`config.mk`:
```
export PLATFORM = sky130hd
export DESIGN_NAME = fetch_unit_flat
export DESIGN_NICKNAME = d
export VERILOG_FILES = /design/src/rtl/cpu_defs_pkg.sv /design/src/rtl/fetch_unit_if.sv /design/src/rtl/next_pc_calc.sv /design/src/rtl/fetch_unit.sv /design/src/flat_wrapper.sv
export SDC_FILE = /design/constraint.sdc
export NUM_CORES = 1
export LEC_CHECK = 0
export BUFFER_PORTS_ARGS = -buffer_cell sky130_fd_sc_hd__buf_2
export CORE_UTILIZATION = 38
export DETAILED_ROUTE_END_ITERATION = 10
export GPL_ROUTABILITY_DRIVEN = 0
export PLACE_DENSITY_LB_ADDON = 0.2
export SYNTH_ARGS = -nofsm -noshare
export SYNTH_HDL_FRONTEND = slang
export SYNTH_HIERARCHICAL = 1
export SYNTH_SLANG_ARGS = --single-unit
```
`constraint.sdc`:
```
create_clock -name clk -period 7.45 [get_ports clk]
set_input_delay 0.745 -clock clk [delete_from_list [all_inputs] [get_ports clk]]
set_output_delay 0.745 -clock clk [all_outputs]
set_load 0.05 [all_outputs]
```
`src/rtl/cpu_defs_pkg.sv`:
```
// rtl/cpu_defs_pkg.sv - shared opcode constants, SYSCALL decode and fetch FSM state type
package cpu_defs_pkg;

    localparam logic [5:0] OP_RTYPE = 6'h00;
    localparam logic [5:0] OP_J     = 6'h02;
    localparam logic [5:0] OP_JAL   = 6'h03;
    localparam logic [5:0] OP_BEQ   = 6'h04;
    localparam logic [5:0] OP_BNE   = 6'h05;
    localparam logic [5:0] OP_ADDI  = 6'h08;
    localparam logic [5:0] OP_ADDIU = 6'h09;
    localparam logic [5:0] OP_SLTI  = 6'h0A;
    localparam logic [5:0] OP_ANDI  = 6'h0C;
    localparam logic [5:0] OP_ORI   = 6'h0D;
    localparam logic [5:0] OP_LUI   = 6'h0F;
    localparam logic [5:0] OP_LW    = 6'h23;
    localparam logic [5:0] OP_SW    = 6'h2B;

    localparam logic [5:0] FUNC_SYSCALL = 6'b001100;

    typedef enum logic [1:0] {
        FS_IDLE  = 2'd0,
        FS_FETCH = 2'd1,
        FS_VALID = 2'd2,
        FS_HALT  = 2'd3
    } fetch_state_t;

    function automatic logic is_syscall(input logic [31:0] word);
        return (word[31:26] == OP_RTYPE) && (word[5:0] == FUNC_SYSCALL);
    endfunction

endpackage

```
`src/rtl/fetch_unit_if.sv`:
```
// rtl/fetch_unit_if.sv - instruction-memory and decoder handshake bundle of the fetch stage
interface fetch_unit_if;

    logic        imem_req;
    logic [31:0] imem_addr;
    logic        imem_ack;
    logic [31:0] imem_rdata;

    logic        inst_valid;
    logic        inst_ready;
    logic [5:0]  inst_opcode;
    logic [5:0]  inst_func;
    logic [31:0] inst_word;
    logic [31:0] pc;
    logic [31:0] pc_plus4;
    logic        take_branch;
    logic        take_jump;

    modport master (
        output imem_req, imem_addr,
        input  imem_ack, imem_rdata,
        output inst_valid, inst_opcode, inst_func, inst_word, pc, pc_plus4,
        input  inst_ready, take_branch, take_jump
    );

    modport slave (
        input  imem_req, imem_addr,
        output imem_ack, imem_rdata,
        input  inst_valid, inst_opcode, inst_func, inst_word, pc, pc_plus4,
        output inst_ready, take_branch, take_jump
    );

endinterface

```
`src/rtl/next_pc_calc.sv`:
```
// rtl/next_pc_calc.sv - combinational next-PC selection (jump, branch, sequential)
module next_pc_calc (
    input  logic [31:0] pc,
    input  logic [31:0] ir,
    input  logic        take_jump,
    input  logic        take_branch,
    output logic [31:0] next_pc,
    output logic [31:0] pc_plus4
);

    logic [31:0] branch_offset;
    logic [31:0] branch_target;
    logic [31:0] jump_target;
    logic        unused_ir_opcode;

    // All sums are modulo 2^32 so the top of the address space wraps to 0
    assign pc_plus4      = pc + 32'd4;
    assign branch_offset = {{14{ir[15]}}, ir[15:0], 2'b00};
    assign branch_target = pc_plus4 + branch_offset;
    assign jump_target   = {pc_plus4[31:28], ir[25:0], 2'b00};

    // The opcode field is decoded upstream of this block
    assign unused_ir_opcode = ^ir[31:26];

    // Jump outranks branch, branch outranks fall-through
    always_comb begin
        next_pc = pc_plus4;
        if (take_jump) begin
            next_pc = jump_target;
        end else if (take_branch) begin
            next_pc = branch_target;
        end
    end

endmodule

```
`src/rtl/fetch_unit.sv`:
```
// rtl/fetch_unit.sv - multicycle instruction fetch: PC, IR, fetch FSM and retire counter
module fetch_unit
    import cpu_defs_pkg::*;
#(
    parameter logic [31:0] RESET_PC = 32'h0000_0000
) (
    input  logic          clk,
    input  logic          rst_b,
    fetch_unit_if.master  fif,
    output logic          halted,
    output logic [31:0]   inst_count
);

    fetch_state_t state;
    fetch_state_t state_nxt;

    logic [31:0] ir;
    logic [31:0] pc_q;
    logic [31:0] next_pc;
    logic [31:0] pc_plus4;
    logic        fetch_done;
    logic        retire;
    logic        ir_syscall;

    assign fetch_done = (state == FS_FETCH) && fif.imem_ack;
    assign retire     = (state == FS_VALID) && fif.inst_ready;
    assign ir_syscall = is_syscall(ir);

    next_pc_calc u_next_pc (
        .pc          (pc_q),
        .ir          (ir),
        .take_jump   (fif.take_jump),
        .take_branch (fif.take_branch),
        .next_pc     (next_pc),
        .pc_plus4    (pc_plus4)
    );

    // FSM state register
    always_ff @(posedge clk or negedge rst_b) begin
        if (!rst_b) begin
            state <= FS_IDLE;
        end else begin
            state <= state_nxt;
        end
    end

    // FSM transitions; HALT is absorbing until reset
    always_comb begin
        state_nxt = state;
        case (state)
            FS_IDLE:  state_nxt = FS_FETCH;
            FS_FETCH: if (fif.imem_ack) state_nxt = FS_VALID;
            FS_VALID: if (fif.inst_ready) state_nxt = ir_syscall ? FS_HALT : FS_FETCH;
            FS_HALT:  state_nxt = FS_HALT;
            default:  state_nxt = FS_IDLE;
        endcase
    end

    // FSM outputs decoded straight from state so reset drops the request at once
    always_comb begin
        fif.imem_req   = 1'b0;
        fif.inst_valid = 1'b0;
        halted         = 1'b0;
        case (state)
            FS_FETCH: fif.imem_req   = 1'b1;
            FS_VALID: fif.inst_valid = 1'b1;
            FS_HALT:  halted         = 1'b1;
            default:  ;
        endcase
    end

    // IR capture on ack, PC advance and retire count on ready
    always_ff @(posedge clk or negedge rst_b) begin
        if (!rst_b) begin
            ir         <= 32'd0;
            pc_q       <= {RESET_PC[31:2], 2'b00};
            inst_count <= 32'd0;
        end else begin
            if (fetch_done) begin
                ir <= fif.imem_rdata;
            end
            if (retire) begin
                inst_count <= inst_count + 32'd1;
                if (!ir_syscall) begin
                    pc_q <= next_pc;
                end
            end
        end
    end

    assign fif.imem_addr   = pc_q;
    assign fif.pc          = pc_q;
    assign fif.pc_plus4    = pc_plus4;
    assign fif.inst_word   = ir;
    assign fif.inst_opcode = ir[31:26];
    assign fif.inst_func   = ir[5:0];

endmodule
```
`src/flat_wrapper.sv`:
```
// flat-port wrapper written by rule: the top's interface ports become plain ports
module fetch_unit_flat import cpu_defs_pkg::*;
#(
    parameter logic [31:0] RESET_PC = 32'h0000_0000
)
  (clk, rst_b, halted, inst_count, fif_imem_req, fif_imem_addr, fif_imem_ack, fif_imem_rdata, fif_inst_valid, fif_inst_opcode, fif_inst_func, fif_inst_word, fif_pc, fif_pc_plus4, fif_inst_ready, fif_take_branch, fif_take_jump);
  fetch_unit_if fif_i ();
  input  logic clk;
  input  logic rst_b;
  output logic halted;
  output logic [31:0] inst_count;
  output wire logic [$bits(fif_i.imem_req)-1:0] fif_imem_req;
  output wire logic [$bits(fif_i.imem_addr)-1:0] fif_imem_addr;
  input wire logic [$bits(fif_i.imem_ack)-1:0] fif_imem_ack;
  input wire logic [$bits(fif_i.imem_rdata)-1:0] fif_imem_rdata;
  output wire logic [$bits(fif_i.inst_valid)-1:0] fif_inst_valid;
  output wire logic [$bits(fif_i.inst_opcode)-1:0] fif_inst_opcode;
  output wire logic [$bits(fif_i.inst_func)-1:0] fif_inst_func;
  output wire logic [$bits(fif_i.inst_word)-1:0] fif_inst_word;
  output wire logic [$bits(fif_i.pc)-1:0] fif_pc;
  output wire logic [$bits(fif_i.pc_plus4)-1:0] fif_pc_plus4;
  input wire logic [$bits(fif_i.inst_ready)-1:0] fif_inst_ready;
  input wire logic [$bits(fif_i.take_branch)-1:0] fif_take_branch;
  input wire logic [$bits(fif_i.take_jump)-1:0] fif_take_jump;
  assign fif_imem_req = fif_i.imem_req;
  assign fif_imem_addr = fif_i.imem_addr;
  assign fif_i.imem_ack = fif_imem_ack;
  assign fif_i.imem_rdata = fif_imem_rdata;
  assign fif_inst_valid = fif_i.inst_valid;
  assign fif_inst_opcode = fif_i.inst_opcode;
  assign fif_inst_func = fif_i.inst_func;
  assign fif_inst_word = fif_i.inst_word;
  assign fif_pc = fif_i.pc;
  assign fif_pc_plus4 = fif_i.pc_plus4;
  assign fif_i.inst_ready = fif_inst_ready;
  assign fif_i.take_branch = fif_take_branch;
  assign fif_i.take_jump = fif_take_jump;
  fetch_unit #(.RESET_PC(RESET_PC)) u_core (.clk(clk), .rst_b(rst_b), .fif(fif_i), .halted(halted), .inst_count(inst_count));
endmodule
```
==> reports/qor.csv <==
stage;metric;value;unit
status;status;complete, no violations;
global_route;grt_pass1_wl;31670;µm
route;routed_wl;19650;µm
final_layout;layout_commonest_cell;buf_2;
logic_synthesis;synth-seq-cells;98;
route;drtPass1Iterations;4;
final_layout;diodes;0;
global_route;grt_start_max_net_pins;58;
critical_path;crit_end;u_core/fif.imem_addr[27]$_DFFE_PN0P_;
global_route;grt-ovfl-total;0;
final_layout;num-fill-cells;1838;
die;die-area;19480;µm²
die;num_io_pins;213;
worst_hold_path;hp-class;in -> async;
run;maxCapViolCount;0;
logic_synthesis;async_flop_share;100.0;%
clock_tree;postCtsSetupRepairBufs;0;
logic_synthesis;synth_cells;733;
global_route;grt_pass1_vias;5773;
critical_path;r2r_setup_slack;3330;ps
die;core_area;18270;µm²
critical_path;r2r-start;u_core/fif.imem_addr[2]$_DFFE_PN0P_;
logic_synthesis;synth.yosys.seq_area_share;34.09;%
logic_synthesis;synthFlopType;dfrtp_1;
clock_tree;clk_pin_slew;70;ps
critical_path;crit_cells;16;
global_route;grt_usage;20.52;%
final_layout;layout_common_cells;buf_2 (211), dfrtp_1 (98), mux2_2 (64);
critical_path;cp_top_family;compound AO/OA/AOI/OAI gates;
route;viasPerCell;5.332;
route;detail-route-antenna-nets;0;
placement;hpwl;14670;µm
global_route;antenna_found_initial;1;
logic_synthesis;ys_warn_count;6;
clock_tree;clk_latency;360;ps
route;via_count;5998;
sta;rsz0062_at_grt;no;
critical_path;worst_ep_required_time;7750;ps
clock_tree;clock_sinks;98;
placement;portBuffers;212;
sta;slew_headroom;26.91;%
critical_path;crit_arrival;4410;ps
sta;finClkSkew;8.125;ps
critical_path;start_kind;flip-flop;
clock_tree;cts.path.max_buffers;2;
die;rows;49;
critical_path;slowest_delay;490;ps
die;die_w;139.6;µm
sta;setup_viol;0;
clock_tree;hold_buffers;0;
logic_synthesis;synth_nets;809;
logic_synthesis;synth-edff-count;0;
clock_tree;cts_tree;built;
critical_path;cp_num_buf_inv;0;
sta;worstMarginPinSlew;1090;ps
route;remaining_drc_errors;0;
die;initial_core_util;39.37;%
route;post_drt_wl_per_cell;17.47;µm
final_layout;multiInputGateArea;4234;µm²
final_layout;nets;967;
final_layout;regArea;2452;µm²
sta;fmax;242.8;MHz
logic_synthesis;synth_cell_types;71;
sta;post-route-period-util;55.28;%
final_layout;drive_gt1_share;36.83;%
clock_tree;cts.repair.resized;0;
critical_path;path_class;reg -> reg;
critical_path;cp_max_fo;7;
critical_path;critPathLaunch;u_core/fif.imem_addr[2]$_DFFE_PN0P_;
clock_tree;cts_buffers;9;
sta;fin_setup_tns;0;ps
logic_synthesis;avgSynthCellArea;9.813;µm²
clock_tree;root_buffer;clkbuf_16;
sta;fin_crit;4118;ps
critical_path;worstRegToRegCells;16;
critical_path;end_kind;flip-flop;
clock_tree;h-tree-depth;3;
die;die_h;139.6;µm
critical_path;timing.rr.end;u_core/fif.imem_addr[27]$_DFFE_PN0P_;
route;drt_iter0_markers;279;
critical_path;cp_slowest_cell;dfrtp_1;
sta;final_hold_viol_count;0;
sta;final-max-slew-violation-count;0;
final_layout;area_growth;16.91;%
critical_path;worstPathCellList;ha_1 > nand2_1 > nor3_2 > and3_1 > nand3_1 > xnor2_1 > ha_1 > a21oi_1 > o21ai_1 > a21o_1 > a2111oi_0 > o21ai_0 > a21oi_1 > mux2_1 > nor2_1 > mux2_2;
logic_synthesis;syn_area;7193;µm²
[worst reg2reg max path: cells and delay by family (launching register included)]
kind	cells	cell delay (ps)
xor gates and xnor gates	1	250
and+or+nand+nor	5	1020
AOI/OAI and AO/OA	6	1190
adders and majority gates	2	630
muxes	2	480
DFF	1	490
[flip-flops by register name (all words and copies together), names as in the netlist]
signal	count
u_core/fif.imem_addr	32
u_core/fif.inst_word	32
u_core/inst_count	32
u_core/state	2
[area by class of cell]
class | instances | share of cell area (%)
inverters | 14 | 0.6844
multi-input cells | 552 | 50.35
repair buffers | 216 | 13.00
well taps | 229 | 3.407
clock buffers | 9 | 2.678
clock inverters | 7 | 0.7142
flip-flops and latches | 98 | 29.16
[metal layers]
metal / global-route usage (%) / part of all wire (%) / vias to the layer above
met2: 33.64 / 47 / 155
li1: - / - / 2922
met5: 0 / 0.066 / -
met4: 5.899 / 1.4 / 2
met3: 3.235 / 3.9 / 17
met1: 27.91 / 48 / 2902
[through the flow]
step / hold slack, ps / utilization (%) / worst slack, ps / instances / area (µm²)
final: 363.5 / 46.03 / 3332 / 1125 / 8409
after global routing: 404.1 / 46.03 / 2856 / 1125 / 8409
after CTS: 385.3 / 46.03 / 3320 / 1125 / 8409
after detailed placement: 454.5 / 44.47 / 3356 / 1109 / 8124
after global placement: 453.6 / 44.47 / 3515 / 1109 / 8124
after floorplan: 449.4 / - / 2724 / 733 / 7193
[cell families after synthesis]
kind of cell	after synthesis	synth area share (%)
simple gates	219	18.04
compound gates	141	12.75
flops	98	34.09
buf+inv	83	7.114
xor+xnor	82	10.09
mux	72	11.20
fa+ha+maj	38	6.714
[how the worst min path moves through the flow]
stage	start	end	slack, ps	depth (start not counted)
after floorplan	rst_b	u_core/fif.imem_addr[0]$_DFFE_PN0P_	450	0
after global placement	u_core/inst_count[31]$_DFFE_PN0N_	u_core/inst_count[31]$_DFFE_PN0N_	450	1
after detailed placement	u_core/inst_count[31]$_DFFE_PN0N_	u_core/inst_count[31]$_DFFE_PN0N_	450	1
after CTS	rst_b	u_core/fif.imem_addr[8]$_DFFE_PN0P_	390	1
after global routing	rst_b	u_core/fif.imem_addr[8]$_DFFE_PN0P_	400	1
final	rst_b	u_core/fif.imem_addr[8]$_DFFE_PN0P_	360	1
[cells in the mapped netlist, types with 4 or more instances]
cell type | number | area, µm²
and3_1 | 12 | 75.07
xnor2_1 | 45 | 394.1
ha_1 | 37 | 462.9
o21ai_0 | 22 | 110.1
o21bai_1 | 4 | 30.03
and2_1 | 8 | 50.05
a31oi_1 | 4 | 25.02
a21o_1 | 17 | 127.6
nor2b_1 | 5 | 31.28
buf_4 | 50 | 375.4
xor2_1 | 36 | 315.3
inv_1 | 12 | 45.04
mux2i_1 | 4 | 40.04
dfrtp_1 | 98 | 2452
buf_2 | 5 | 25.02
mux2_2 | 64 | 720.7
and4_1 | 7 | 61.31
nor4_2 | 6 | 75.07
nor4_1 | 7 | 43.79
nand2_1 | 59 | 221.5
nand4_4 | 4 | 85.08
o211ai_1 | 4 | 30.03
nor2_1 | 36 | 135.1
nor3_1 | 12 | 60.06
o22ai_1 | 7 | 43.79
o21ai_2 | 4 | 35.03
nand3_1 | 23 | 115.1
a21oi_1 | 49 | 245.2
nand4_1 | 14 | 87.58
clkbuf_1 | 12 | 45.04
mux2_1 | 4 | 45.04
Power is left out: the tool's default activity adds up to more than one toggle a clock period on the data nets, which glitch-free logic cannot reach.
